<file path="config.mk">
export PLATFORM = sky130hd
export DESIGN_NAME = ether_tx_sched
export DESIGN_NICKNAME = d
export VERILOG_FILES = /design/src/rtl/ether_tx_pkg.sv /design/src/rtl/ether_tx_sched_rr_arbiter.sv /design/src/rtl/ether_tx_sched.sv
export SDC_FILE = /design/constraint.sdc
export NUM_CORES = 1
export LEC_CHECK = 0
export BUFFER_PORTS_ARGS = -buffer_cell sky130_fd_sc_hd__buf_2
export CAP_MARGIN = 25
export CELL_PAD_IN_SITES_DETAIL_PLACEMENT = 1
export CELL_PAD_IN_SITES_GLOBAL_PLACEMENT = 2
export CORE_MARGIN = 2
export CORE_UTILIZATION = 27
export DETAILED_ROUTE_END_ITERATION = 8
export PLACE_DENSITY_LB_ADDON = 0.1
export SLEW_MARGIN = 10
export SYNTH_ARGS = -nofsm -noshare
export SYNTH_HDL_FRONTEND = slang
export SYNTH_SLANG_ARGS = --single-unit
</file>
<file path="constraint.sdc">
create_clock -name clk -period 1.9 [get_ports clk]
set_input_delay 0.57 -clock clk [delete_from_list [all_inputs] [get_ports clk]]
set_output_delay 0.57 -clock clk [all_outputs]
set_load 0.01 [all_outputs]
</file>
<file path="src/rtl/ether_tx_pkg.sv">
// Shared types and Ethernet framing constants for the transmit scheduler.
package ether_tx_pkg;

  typedef enum logic [2:0] {
    ST_IDLE = 3'd0,
    ST_HDR  = 3'd1,
    ST_DATA = 3'd2,
    ST_PAD  = 3'd3,
    ST_GAP  = 3'd4
  } etx_sched_state_t;

  localparam int PREAMBLE_SFD_BITS = 64;
  localparam int HDR_BITS          = 112;
  localparam int IFG_BITS          = 96;
  localparam int MIN_PAYLOAD_BITS  = 368;

  function automatic logic [15:0] sat_inc16(input logic [15:0] v);
    return (v == 16'hFFFF) ? v : v + 16'd1;
  endfunction

endpackage

</file>
<file path="src/rtl/ether_tx_sched_rr_arbiter.sv">
// Round-robin arbiter: combinational one-hot winner, pointer remembers the
// last winner and moves only on a take strobe.
module rr_arbiter #(
  parameter int NUM_REQ = 2,
  parameter int IDX_W   = (NUM_REQ > 1) ? $clog2(NUM_REQ) : 1
) (
  input  logic               clk,
  input  logic               rst,
  input  logic [NUM_REQ-1:0] req,
  input  logic               take,
  output logic [NUM_REQ-1:0] winner,
  output logic [IDX_W-1:0]   winner_idx
);

  logic [IDX_W-1:0] r_last;
  logic             w_found_hi;
  logic             w_found_lo;
  logic [IDX_W-1:0] w_idx_hi;
  logic [IDX_W-1:0] w_idx_lo;

  // Prefer the first requester above the last winner; otherwise wrap to the lowest.
  always_comb begin
    w_found_hi = 1'b0;
    w_found_lo = 1'b0;
    w_idx_hi   = '0;
    w_idx_lo   = '0;
    for (int j = 0; j < NUM_REQ; j++) begin
      if (req[j] && !w_found_lo) begin
        w_found_lo = 1'b1;
        w_idx_lo   = IDX_W'(j);
      end
      if (req[j] && (IDX_W'(j) > r_last) && !w_found_hi) begin
        w_found_hi = 1'b1;
        w_idx_hi   = IDX_W'(j);
      end
    end
    winner_idx = w_found_hi ? w_idx_hi : w_idx_lo;
    winner     = '0;
    if (|req) winner[winner_idx] = 1'b1;
  end

  // Reset to the top index so requester 0 wins first.
  always_ff @(posedge clk) begin
    if (rst) begin
      r_last <= IDX_W'(NUM_REQ - 1);
    end else if (take) begin
      r_last <= winner_idx;
    end
  end

endmodule

</file>
<file path="src/rtl/ether_tx_sched.sv">
// Shares one Ethernet TX serializer between NUM_REQ frame sources.
// Optional ETH_TX_PAD_EN: zero-pad payloads shorter than the 46-byte minimum.
module ether_tx_sched
  import ether_tx_pkg::*;
#(
  parameter int NUM_REQ    = 2,
  parameter int N          = 2,
  parameter int IFG_CYCLES = IFG_BITS / N,
  parameter int HDR_CYCLES = (PREAMBLE_SFD_BITS + HDR_BITS) / N
) (
  input  logic                  clk,
  input  logic                  rst,
  input  logic [NUM_REQ-1:0]    req,
  input  logic [NUM_REQ*N-1:0]  src_data,
  input  logic [NUM_REQ-1:0]    src_valid,
  input  logic [NUM_REQ-1:0]    src_last,
  input  logic [NUM_REQ*16-1:0] src_etype,
  input  logic [NUM_REQ*48-1:0] src_dest_mac,
  output logic [NUM_REQ-1:0]    grant,
  output logic [NUM_REQ-1:0]    src_ready,
  output logic                  tx_valid,
  output logic [N-1:0]          tx_data,
  output logic [15:0]           tx_etype,
  output logic [47:0]           tx_dest_mac,
  output logic                  frame_done,
  output logic                  underrun,
  output etx_sched_state_t      dbg_state
);

  localparam int          IDX_W    = (NUM_REQ > 1) ? $clog2(NUM_REQ) : 1;
  localparam logic [15:0] HDR_LAST = 16'(HDR_CYCLES);
  localparam logic [15:0] GAP_LAST = 16'(IFG_CYCLES - 1);
`ifdef ETH_TX_PAD_EN
  localparam logic [15:0] MIN_BEATS = 16'(MIN_PAYLOAD_BITS / N);
`endif

  etx_sched_state_t r_state, w_state_nxt;
  logic [NUM_REQ-1:0] r_grant, w_grant_nxt;
  logic [IDX_W-1:0]   r_owner, w_owner_nxt;
  logic               r_tx_valid, w_tx_valid_nxt;
  logic [N-1:0]       r_tx_data, w_tx_data_nxt;
  logic [15:0]        r_etype, w_etype_nxt;
  logic [47:0]        r_mac, w_mac_nxt;
  logic               r_frame_done, w_frame_done_nxt;
  logic               r_underrun, w_underrun_nxt;
  logic [15:0]        r_hdr_cnt, w_hdr_cnt_nxt;
  logic [15:0]        r_gap_cnt, w_gap_cnt_nxt;
  logic [15:0]        r_beat_cnt, w_beat_cnt_nxt;
  logic [15:0]        w_beat_inc;

  logic [NUM_REQ-1:0] w_arb_winner;
  logic [IDX_W-1:0]   w_arb_idx;
  logic               w_take;

  logic [15:0]  w_etype_arr [NUM_REQ];
  logic [47:0]  w_mac_arr   [NUM_REQ];
  logic [N-1:0] w_data_arr  [NUM_REQ];
  logic         w_own_valid;
  logic         w_own_last;
  logic [N-1:0] w_own_data;

  for (genvar gi = 0; gi < NUM_REQ; gi++) begin : g_src
    assign w_etype_arr[gi] = src_etype[gi*16 +: 16];
    assign w_mac_arr[gi]   = src_dest_mac[gi*48 +: 48];
    assign w_data_arr[gi]  = src_data[gi*N +: N];
  end

  assign w_own_valid = src_valid[r_owner];
  assign w_own_last  = src_last[r_owner];
  assign w_own_data  = w_data_arr[r_owner];
  assign w_beat_inc  = sat_inc16(r_beat_cnt);

  rr_arbiter #(
    .NUM_REQ (NUM_REQ),
    .IDX_W   (IDX_W)
  ) u_arb (
    .clk        (clk),
    .rst        (rst),
    .req        (req),
    .take       (w_take),
    .winner     (w_arb_winner),
    .winner_idx (w_arb_idx)
  );

  // Payload handshake: a beat moves when src_valid & src_ready are both high
  // in the same cycle. src_ready is high for the owner throughout DATA; the
  // serializer cannot stall, so a DATA cycle without src_valid aborts the frame.
  assign src_ready   = r_grant & {NUM_REQ{r_state == ST_DATA}};
  assign grant       = r_grant;
  assign tx_valid    = r_tx_valid;
  assign tx_data     = r_tx_data;
  assign tx_etype    = r_etype;
  assign tx_dest_mac = r_mac;
  assign frame_done  = r_frame_done;
  assign underrun    = r_underrun;
  assign dbg_state   = r_state;

  always_comb begin
    w_state_nxt      = r_state;
    w_grant_nxt      = r_grant;
    w_owner_nxt      = r_owner;
    w_tx_valid_nxt   = 1'b0;
    w_tx_data_nxt    = '0;
    w_etype_nxt      = r_etype;
    w_mac_nxt        = r_mac;
    w_frame_done_nxt = 1'b0;
    w_underrun_nxt   = 1'b0;
    w_hdr_cnt_nxt    = r_hdr_cnt;
    w_gap_cnt_nxt    = r_gap_cnt;
    w_beat_cnt_nxt   = r_beat_cnt;
    w_take           = 1'b0;

    case (r_state)
      ST_IDLE: begin
        if (|req) begin
          w_take         = 1'b1;
          w_grant_nxt    = w_arb_winner;
          w_owner_nxt    = w_arb_idx;
          w_etype_nxt    = w_etype_arr[w_arb_idx];
          w_mac_nxt      = w_mac_arr[w_arb_idx];
          w_tx_valid_nxt = 1'b1;
          w_hdr_cnt_nxt  = '0;
          w_beat_cnt_nxt = '0;
          w_state_nxt    = ST_HDR;
        end
      end

      // Serializer emits preamble/SFD/MACs/type itself; we only hold the path.
      ST_HDR: begin
        w_tx_valid_nxt = 1'b1;
        w_hdr_cnt_nxt  = r_hdr_cnt + 16'd1;
        if (r_hdr_cnt == HDR_LAST) w_state_nxt = ST_DATA;
      end

      ST_DATA: begin
        if (w_own_valid) begin
          w_tx_valid_nxt = 1'b1;
          w_tx_data_nxt  = w_own_data;
          w_beat_cnt_nxt = w_beat_inc;
          if (w_own_last) begin
`ifdef ETH_TX_PAD_EN
            if (w_beat_inc < MIN_BEATS) begin
              w_state_nxt = ST_PAD;
            end else begin
              w_state_nxt      = ST_GAP;
              w_grant_nxt      = '0;
              w_gap_cnt_nxt    = '0;
              w_frame_done_nxt = 1'b1;
            end
`else
            w_state_nxt      = ST_GAP;
            w_grant_nxt      = '0;
            w_gap_cnt_nxt    = '0;
            w_frame_done_nxt = 1'b1;
`endif
          end
        end else begin
          w_underrun_nxt = 1'b1;
          w_state_nxt    = ST_GAP;
          w_grant_nxt    = '0;
          w_gap_cnt_nxt  = '0;
        end
      end

`ifdef ETH_TX_PAD_EN
      ST_PAD: begin
        w_tx_valid_nxt = 1'b1;
        w_beat_cnt_nxt = w_beat_inc;
        if (w_beat_inc >= MIN_BEATS) begin
          w_state_nxt      = ST_GAP;
          w_grant_nxt      = '0;
          w_gap_cnt_nxt    = '0;
          w_frame_done_nxt = 1'b1;
        end
      end
`endif

      // The first GAP cycle still carries the final beat; it counts toward the gap.
      ST_GAP: begin
        w_gap_cnt_nxt = r_gap_cnt + 16'd1;
        if (r_gap_cnt == GAP_LAST) w_state_nxt = ST_IDLE;
      end

      default: begin
        w_state_nxt = ST_IDLE;
        w_grant_nxt = '0;
      end
    endcase
  end

  always_ff @(posedge clk) begin
    if (rst) begin
      r_state <= ST_IDLE;
    end else begin
      r_state <= w_state_nxt;
    end
  end

  always_ff @(posedge clk) begin
    if (rst) begin
      r_grant      <= '0;
      r_owner      <= '0;
      r_tx_valid   <= 1'b0;
      r_tx_data    <= '0;
      r_etype      <= '0;
      r_mac        <= '0;
      r_frame_done <= 1'b0;
      r_underrun   <= 1'b0;
      r_hdr_cnt    <= '0;
      r_gap_cnt    <= '0;
      r_beat_cnt   <= '0;
    end else begin
      r_grant      <= w_grant_nxt;
      r_owner      <= w_owner_nxt;
      r_tx_valid   <= w_tx_valid_nxt;
      r_tx_data    <= w_tx_data_nxt;
      r_etype      <= w_etype_nxt;
      r_mac        <= w_mac_nxt;
      r_frame_done <= w_frame_done_nxt;
      r_underrun   <= w_underrun_nxt;
      r_hdr_cnt    <= w_hdr_cnt_nxt;
      r_gap_cnt    <= w_gap_cnt_nxt;
      r_beat_cnt   <= w_beat_cnt_nxt;
    end
  end

endmodule

</file>
==> results of run 1 <==
[final cells by class]
type / count / area share, %
inverter: 5 / 0.267
clock inverter: 4 / 1.39
timing repair buffer: 262 / 21.7
tap: 234 / 4.16
sequential: 108 / 30.8
multi-input combinational: 389 / 38.3
clock buffer: 11 / 3.45
[logic make-up (layout without fill, tap and decap cells)]
group                      after synthesis  in the layout  synth area share, %
DFF                                    108            108                 42.6
AOI/OAI and AO/OA                      123            123                 17.9
adders and majority gates                3              3                0.739
and+or+nand+nor                        190            190                 19.3
buffers and inverters                   51            282                 4.90
muxes                                   73             73                 14.5
[routing by layer]
| metal | GRT usage [%] | part of all wire, % |
|---|---|---|
| met3 | 4.62 | 6.6 |
| met2 | 29.0 | 49 |
| met5 | 0 | 0 |
| met1 | 20.8 | 43 |
| met4 | 5.47 | 1.1 |
[through the flow]
step | cell area (um^2) | utilization (%)
3_3_place_gp | 6630 | 35.7
6_report | 7040 | 37.9
5_1_grt | 7040 | 37.9
4_1_cts | 6990 | 37.6
2_1_floorplan | 5080 | -
3_5_place_dp | 6630 | 35.7
[where the power goes]
group	internal [W]	total [W]	switching [W]
clock	0.00132	0.00218	0.000862
combinational	0.000528	0.00112	0.000588
sequential	0.00242	0.00251	0.0000815
total	0.00427	0.00580	0.00153
[worst min path at each step]
stage,start,end,slack [ns],cells past startpoint
after floorplan,r_gap_cnt[5],r_gap_cnt[5],0.46,1
after global placement,r_hdr_cnt[6],r_hdr_cnt[6],0.48,2
after detailed placement,grant[1],grant[1],0.49,2
after CTS,src_data[3],tx_data[1],0.45,3
after global routing,src_data[1],tx_data[1],0.49,3
final,src_data[3],tx_data[1],0.46,3
[worst max-delay path, cell delays in order (launching register included)]
cell     delay (ns)
dfxtp_2        0.32
buf_6          0.13
nor3b_4        0.21
and2_1         0.16
buf_2          0.13
[flip-flops by register name (all words and copies together), names as in the netlist]
register	cells
dbg_state	3
frame_done	1
grant	2
r_gap_cnt	16
r_hdr_cnt	16
r_owner	1
tx_data	2
tx_dest_mac	48
tx_etype	16
tx_valid	1
u_arb.r_last	1
underrun	1
[layout by cell type (no fill, tap or decap), types with 3 or more instances in the layout]
master,Yosys,layout
a211oi_1,64,64
a21oi_1,23,23
a31oi_1,5,5
and2_1,5,4
and3_1,11,11
buf_12,0,7
buf_2,16,214
buf_4,6,39
bufinv_16,0,3
clkbuf_16,0,9
dfxtp_1,108,105
dfxtp_2,0,3
ha_1,3,3
inv_1,5,5
mux2_2,5,5
mux2i_1,68,68
nand2_1,15,15
nand3_1,21,21
nand4_1,15,15
nor2_1,80,80
nor3_1,4,4
nor4_1,4,4
o2111ai_2,3,3
o211ai_1,3,3
o21ai_0,5,5
o311ai_0,3,3
o41ai_2,3,3
or2_2,5,5
or3_1,5,5
or4_1,4,4
[timing repair]
action / 4_1_cts / 5_1_grt
buffers inserted: 1 / 5
resized for setup: 4 / 3
pin swaps: 2 / 3
endpoints found under the hold margin: 0 / 0
hold buffers: 0 / 0
setup endpoints to repair: 2 / 16
==> metrics.md, run 1 <==
| Metric | Value |
|---|---|
| CTS tree | `done` |
| Critical path origin | `dbg_state[0]` |
| Top post-synthesis cells by count | `dfxtp_1 (108), nor2_1 (80), mux2i_1 (68)` |
| Setup crit end kind | `output port` |
| Status | `complete, no violations` |
| Worst vdd ir | `0.371 mV` |
| Initial Util | `27.3%` |
| Clock Skews | `0.00976 ns` |
| Finished Layout Cells | `1013` |
| First-pass GRT wire length | `27000 um` |
| R2r endpoint | `r_hdr_cnt[11]` |
| Power per cell area | `825 nW/um^2` |
| Tmin final | `1.86 ns` |
| Share of cells above drive strength 1 | `38.9%` |
| CP startpoint kind | `register` |
| Fin. Hold Viols | `0` |
| Worst slew pin tran | `0.362 ns` |
| Starting DRT DRC Count | `193` |
| Post-DRT Antenna Nets | `0` |
| Period utilization | `98.1%` |
| DR WL/cell | `16.6 um` |
| # rows | `50` |
| Vias per cell | `4.94` |
| Clk sinks | `108` |
| Cell count after synthesis | `548` |
| Antenna fix cells | `0` |
| Max Clk Rate | `536 MHz` |
| GRT Total Usage | `17.0%` |
| RSZ-0062 raised after global routing | `true` |
| Reg2Reg Setup Slack | `0.10 ns` |
| Setup TNS | `0 ns` |
| Die Y | `141 um` |
| Clk_lat worst skew | `0.35 ns` |
| HP Class | `primary input to register` |
| Max-Cap Viols | `0` |
| Footprint of the multi-input gates | `2690 um^2` |
| Total Wirelength | `16800 um` |
| Critical path peak fanout | `8` |
| Ys flop type | `dfxtp_1` |
| DRC violations left | `0` |
| Most frequent cell after synthesis | `dfxtp_1` |
| FF+latch count, synth | `108` |
| Max Root-Sink Buffers | `2` |
| CTS Root Buffer Type | `clkbuf_16` |
| Die W | `141 um` |
| Largest net degree at the start of global routing | `55` |
| DRT Pass-1 Iters | `4` |
| Final setup violating endpoints | `0` |
| Seq/Total Area, Yosys | `42.6%` |
| Inst Count DP | `992` |
| Placed wire-length estimate | `12900 um` |
| Async S/R FF share, synth | `0%` |
| Number of flops mapped to enable cells by yosys | `0` |
| FF-to-FF path depth | `4` |
| Synth top area share | `42.6%` |
| Area growth syn-to-layout | `38.6%` |
| Critical Path RT | `1.33 ns` |
| Filler Cell Count | `2197` |
| Cell accounting for the most synthesized area | `dfxtp_1` |
| Die area | `19900 um^2` |
| Slew Limit Fails | `0` |
| Mapped cell area | `5080 um^2` |
| Number of library cell types mapped by synthesis | `55` |
| Tightest hold margin | `0.462 ns` |
| Synth area leaders | `dfxtp_1 (43%), mux2i_1 (13%), a211oi_1 (9.5%)` |
| Crit path to | `src_ready[0]` |
| H-tree depth | `3` |
| Cts bufs inserted | `9` |
| Port Buffers | `215` |
| Vias in the first global route | `5172` |
| Critical path arrival | `1.29 ns` |
| Worst r2r src | `dbg_state[2]` |
| Nets@finish | `918` |
| Clock transition at path regs | `0.07 ns` |
| Pleak | `3.11 nW` |
| Tot Pwr | `0.00580 W` |
| Antenna violations before repair | `0` |
| Placer congestion estimate | `0.788` |
| Slew HR | `75.3%` |
| Syn Nets | `691` |
| Worst slack, placed | `-0.0456 ns` |
| Vias | `5001` |
| PnR worst setup slack | `0.0352 ns` |
| Sequential Area | `2170 um^2` |
| Overflow after GRT | `0` |
| Syn avg cell area | `9.27 um^2` |
| Yosys Warn Count | `0` |
| Core area | `18600 um^2` |
| I/O pins | `216` |
| WS Path Type | `register to output port` |
Note: power is estimated with default switching activity, not from simulation.
==> run 2, diff against run 1 <==
--- a/config.mk
+++ b/config.mk
@@ -9,10 +9,13 @@
 export CAP_MARGIN = 25
 export CELL_PAD_IN_SITES_DETAIL_PLACEMENT = 1
 export CELL_PAD_IN_SITES_GLOBAL_PLACEMENT = 2
+export CORE_ASPECT_RATIO = 1.5
 export CORE_MARGIN = 2
 export CORE_UTILIZATION = 27
 export DETAILED_ROUTE_END_ITERATION = 8
 export PLACE_DENSITY_LB_ADDON = 0.1
+export SETUP_SLACK_MARGIN = 0.5
+export SKIP_LAST_GASP = 1
 export SLEW_MARGIN = 10
 export SYNTH_ARGS = -nofsm -noshare
 export SYNTH_HDL_FRONTEND = slang
==> run 2 against run 1 <==
Setup slack gained 0.00052 ns. Count of clock-buffer cells in the layout grew 1. Register-to-register slack lost 0.03 ns. Die area increased by 0.11%. Largest power group unchanged. Highest routed layer unchanged. Critical endpoint is now src_ready[1].
==> metrics.md, run 2 (same netlist as run 1, synthesis figures left out) <==
| Metric | Value |
|---|---|
| DRT Pass-1 Iters | `4` |
| Tmin final | `1.86 ns` |
| Share of cells above drive strength 1 | `74.7%` |
| Die area | `19900 um^2` |
| Hold_buf cts | `0` |
| R2r endpoint | `tx_etype[2]` |
| Footprint of the multi-input gates | `3730 um^2` |
| Logic gate share of total power | `32.2%` |
| Cts bufs inserted | `9` |
| Clk_lat worst skew | `0.36 ns` |
| Placer congestion estimate | `0.728` |
| Status | `complete, no violations` |
| Worst Hold End | `tx_data[1]` |
| Max-Cap Viols | `0` |
| DRC violations left | `0` |
| Initial Util | `27.5%` |
| Placed wire-length estimate | `13700 um` |
| DR WL/cell | `19.4 um` |
| Max Root-Sink Buffers | `2` |
| First-pass GRT wire length | `32500 um` |
| Cell Int Power | `0.00490 W` |
| Clk sinks | `108` |
| Die Y | `172 um` |
| Nets@finish | `1033` |
| CTS Root Buffer Type | `clkbuf_16` |
| Vias in the first global route | `6038` |
| Worst slew pin tran | `0.500 ns` |
| Largest net degree at the start of global routing | `49` |
| Leading cell type in the layout, fill and taps excluded | `buf_2` |
| Slew HR | `66.7%` |
| Clock Skews | `0.00800 ns` |
| CTS tree | `done` |
| Inst Count DP | `1009` |
| Antenna fix cells | `0` |
| Antenna violations before repair | `0` |
| Slew Limit Fails | `0` |
| Critical path peak fanout | `4` |
| Vias per cell | `5.00` |
| FF-to-FF path depth | `10` |
| Setup TNS | `0 ns` |
| Reg2Reg Setup Slack | `0.07 ns` |
| Switching share of total power | `28.9%` |
| # rows | `61` |
| Max Clk Rate | `536 MHz` |
| Setup crit end kind | `output port` |
| Worst r2r src | `dbg_state[2]` |
| Final setup violating endpoints | `0` |
| Pleak | `4.16 nW` |
| Clock power frac | `30.3%` |
| P_sw | `0.00199 W` |
| Hold Path Depth | `3` |
| Port Buffers | `215` |
| Total Wirelength | `22200 um` |
| Die W | `116 um` |
| Sequential Power Share | `37.5%` |
| Sequential Area | `2270 um^2` |
| Starting DRT DRC Count | `196` |
| Largest register FFs | `48` |
| Period utilization | `98.1%` |
| Critical Path RT | `1.33 ns` |
| HP Class | `primary input to register` |
| RSZ-0062 raised after global routing | `true` |
| Vias | `5734` |
| CP startpoint kind | `register` |
| Finished Layout Cells | `1147` |
| Filler Cell Count | `2021` |
| Core area | `18500 um^2` |
| GRT Total Usage | `21.3%` |
| I/O pins | `216` |
| WS Path Type | `register to output port` |
| Clock transition at path regs | `0.07 ns` |
| Fin. Hold Viols | `0` |
| Post-DRT Antenna Nets | `0` |
| Overflow after GRT | `0` |
| Hold Startpoint | `src_data[1]` |
| Most frequent cells in the layout | `buf_2 (142), buf_6 (109), buf_4 (92)` |
| Critical path arrival | `1.29 ns` |
| H-tree depth | `3` |
| Power per cell area | `686 nW/um^2` |
| Area growth syn-to-layout | `97.8%` |
| Worst vdd ir | `0.379 mV` |
==> run 2: cell types whose count changed in the layout (fill, tap and decap cells not counted), moves of 15 or more <==
cell | previous run | this run
nor2_2 | 0 | 15
a211oi_2 | 0 | 63
buf_2 | 214 | 142
a211oi_1 | 64 | 0
nor2_4 | 0 | 30
buf_4 | 39 | 92
dfxtp_1 | 105 | 32
buf_6 | 2 | 109
buf_16 | 0 | 15
dfxtp_2 | 3 | 69
nor2_1 | 80 | 35
==> run 2: power groups by stage <==
stage / Combinational, W / Clock (W) / Sequential, W
global placement: 0.00116 / 0 / 0.00256
detailed placement: 0.00118 / 0 / 0.00257
floorplan: 0.000641 / 0 / 0.00263
global route: 0.00235 / 0.00224 / 0.00260
CTS: 0.00198 / 0.00216 / 0.00256
finish: 0.00222 / 0.00209 / 0.00258
==> run 2: layout make-up <==
class | count | area share, %
tap | 252 | 3.14
clock inverter | 4 | 0.722
sequential | 108 | 22.6
clock buffer | 12 | 2.45
timing repair buffer | 376 | 33.7
multi-input combinational | 390 | 37.1
inverter | 5 | 0.187
==> run 2: layer usage <==
layer	track usage (%)	part of all wire (%)	vias up
li1	-	-	2733
met1	22.4	37	2827
met2	42.1	57	149
met3	2.84	3.8	25
met4	7.71	2.2	0
met5	0	0	-
==> run 2: what timing repair did <==
action | in CTS | in global routing
cloned | 15 | 1
resized for setup | 283 | 143
setup buffers | 74 | 32
pin swaps | 78 | 44
endpoints found under the setup margin | 165 | 163
==> run 2: through the flow <==
stage	utilization (%)	hold slack [ns]	instance area, um^2	total power (W)	setup WS, ns
6_report	54.4	0.468	10000	0.00690	0.0357
5_1_grt	54.4	0.483	10000	0.00720	-0.0376
4_1_cts	49.7	0.439	9180	0.00670	0.0268
3_5_place_dp	37.0	0.490	6840	0.00375	0.0217
3_3_place_gp	37.0	0.482	6840	0.00371	0.0251
2_1_floorplan	-	0.455	5470	0.00327	0.170
==> run 2: worst max-delay path by stage <==
stage | from | to
after detailed placement | req[1] | tx_dest_mac[8]
after floorplan | dbg_state[0] | r_hdr_cnt[11]
after global placement | src_last[0] | grant[0]
after global routing | dbg_state[0] | src_ready[1]
final | dbg_state[0] | src_ready[1]
after CTS | dbg_state[2] | src_ready[1]
==> run 2: critical path: stages (launching register included) <==
cell     delay (ns)
dfxtp_4        0.37
nor3b_2        0.18
buf_4          0.15
and2_1         0.11
buf_2          0.12
==> run 3, diff against run 2 <==
--- a/config.mk
+++ b/config.mk
@@ -7,11 +7,9 @@
 export LEC_CHECK = 0
 export BUFFER_PORTS_ARGS = -buffer_cell sky130_fd_sc_hd__buf_2
 export CAP_MARGIN = 25
-export CELL_PAD_IN_SITES_DETAIL_PLACEMENT = 1
-export CELL_PAD_IN_SITES_GLOBAL_PLACEMENT = 2
 export CORE_ASPECT_RATIO = 1.5
 export CORE_MARGIN = 2
-export CORE_UTILIZATION = 27
+export CORE_UTILIZATION = 48
 export DETAILED_ROUTE_END_ITERATION = 8
 export PLACE_DENSITY_LB_ADDON = 0.1
 export SETUP_SLACK_MARGIN = 0.5
==> run 3 against run 2 <==
The run now ends with setup timing left. First-iteration DRC count increased to 3.1 times the previous value. Total power up 0.71%. Critical path depth rose by 5. Combinational power about the same. Routed wire length is 19% higher. Core utilization rose by 37 points. Clock skew grew 0.0056 ns. Sequential power about the same. Global-route usage is 13 points higher. Critical endpoint is now tx_dest_mac[37].
==> metrics.md, run 3 (same netlist as run 1, synthesis figures left out) <==
| Metric | Value |
|---|---|
| Status | `finished with violations` |
| Failing checks | `setup timing` |
| Tightest hold margin | `0.501 ns` |
| DRT Pass-1 Iters | `5` |
| Critical path peak fanout | `5` |
| Critical Path RT | `2.11 ns` |
| Clock Skews | `0.0136 ns` |
| H-tree depth | `3` |
| Final setup violating endpoints | `3` |
| Nets@finish | `1015` |
| Area growth syn-to-layout | `87.6%` |
| HP Class | `register to register` |
| Core area | `10400 um^2` |
| PnR worst setup slack | `-0.124 ns` |
| Largest net degree at the start of global routing | `69` |
| Vias in the first global route | `5834` |
| CP startpoint kind | `register` |
| CTS Root Buffer Type | `clkbuf_16` |
| Tmin final | `2.02 ns` |
| CP bufs+invs | `5` |
| Worst Hold End | `r_hdr_cnt[6]` |
| Slowest-stage cell, CP | `a211oi_1` |
| GRT Total Usage | `34.0%` |
| Most frequent cells in the layout | `buf_2 (175), buf_6 (80), mux2i_1 (68)` |
| Worst slew pin tran | `0.485 ns` |
| I/O pins | `216` |
| Pleak | `4.06 nW` |
| Worst r2r src | `dbg_state[1]` |
| Antenna violations before repair | `1` |
| Dpl cell area | `6650 um^2` |
| Leading cell type in the layout, fill and taps excluded | `buf_2` |
| Slew Limit Fails | `0` |
| Cell mode on critical path | `buf_6` |
| Die W | `88.0 um` |
| Largest register FFs | `48` |
| Period utilization | `107%` |
| Power per cell area | `729 nW/um^2` |
| Max Root-Sink Buffers | `2` |
| Fin area | `9520 um^2` |
| R2r endpoint | `tx_dest_mac[37]` |
| Die area | `11400 um^2` |
| Hold Startpoint | `r_hdr_cnt[6]` |
| Post-DRT Antenna Nets | `0` |
| Fin. Hold Viols | `0` |
| Cts bufs inserted | `9` |
| Starting DRT DRC Count | `602` |
| RSZ-0062 raised after global routing | `true` |
| Setup crit end kind | `register` |
| Placer congestion estimate | `0.819` |
| Port Buffers | `215` |
| CTS tree | `done` |
| Worst vdd ir | `0.712 mV` |
| Max Clk Rate | `494 MHz` |
| # rows | `46` |
| Reg2Reg Setup Slack | `-0.12 ns` |
| Vias per cell | `6.48` |
| Die Y | `130 um` |
| Delay-heaviest family, CP | `buffers and inverters` |
| Initial Util | `48.7%` |
| Clk sinks | `108` |
| Hold Path Depth | `2` |
| Clock transition at path regs | `0.08 ns` |
| DR WL/cell | `26.0 um` |
| Slew HR | `67.6%` |
| Total Wirelength | `26500 um` |
| Crit-path max cell delay | `0.38 ns` |
| Placed wire-length estimate | `11300 um` |
| First-pass GRT wire length | `29900 um` |
| Vias | `6611` |
| Clk_lat worst skew | `0.36 ns` |
| DRC violations left | `0` |
| Share of cells above drive strength 1 | `71.2%` |
| Cells along the critical path | `buf_6 > buf_6 > nor3_4 > and2_4 > buf_6 > buf_12 > buf_16 > nor2_1 > a211oi_1` |
| Overflow after GRT | `0` |
| Setup TNS | `-0.237 ns` |
| WS Path Type | `register to register` |
| Critical path arrival | `2.23 ns` |
| Max-Cap Viols | `0` |
| FF-to-FF path depth | `9` |
## run 3: changes by cell type in the layout (fill, tap and decap cells not counted), moves of 6 or more
cell      change
buf_2        +33
nor2_1       +10
a211oi_2      -6
a211oi_1      +7
buf_6        -29
nor2_4       -11
buf_4        -27
dfxtp_2       -7
## run 3: cell type report
type	count	area (um^2)
fillers	339	895
flip-flops and latches	108	2270
diodes	1	2.50
multi-input cells	390	3570
repair buffers	358	3150
clock inverters	4	72.6
clock buffers	11	253
inverters	5	18.8
well taps	144	180
## run 3: per-stage QoR
step,power [W],std cells,setup WS (ns),util (%)
CTS,0.00639,984,0.109,83.5
floorplan,0.00327,548,0.170,-
global route,0.00711,1021,-0.126,91.4
detailed placement,0.00370,892,0.00268,63.8
global placement,0.00366,892,0.0307,63.8
finish,0.00694,1021,-0.124,91.4
## run 3: worst min-delay path: stages, from the launching register on
cell     delay, ns
dfxtp_1       0.34
o21ai_2       0.07
a21oi_2       0.05
## run 3: power breakdown
group	internal [W]	leakage, nW	switching (W)
registers	0.00245	0.913	0.000149
clock network	0.00122	0.158	0.000920
logic	0.00118	2.99	0.00103
total	0.00485	4.06	0.00210
## run 3: layer usage
| metal | part of all wire (%) | global-route usage [%] |
|---|---|---|
| met1 | 32 | 34.6 |
| met2 | 50 | 62.3 |
| met3 | 8.8 | 6.96 |
| met4 | 8.4 | 20.4 |
| met5 | 0.15 | 0 |
## run 3: worst max path at each step
stage | start | end | slack (ns) | depth (start not counted)
final | dbg_state[1] | tx_dest_mac[37] | -0.12 | 9
after global routing | dbg_state[1] | tx_dest_mac[36] | -0.13 | 10
after CTS | dbg_state[1] | src_ready[1] | 0.11 | 3
after detailed placement | src_valid[0] | r_gap_cnt[15] | 0.003 | 5
after global placement | src_last[0] | grant[0] | 0.03 | 5
after floorplan | dbg_state[0] | r_hdr_cnt[11] | 0.17 | 6
## run 3: repair_timing
item / 4_1_cts / 5_1_grt
buffers inserted: 60 / 35
hold buffers: 0 / 0
gates cloned: 17 / 1
pin swaps: 85 / 41
setup endpoints to repair: 117 / 175
gates resized for setup: 189 / 161
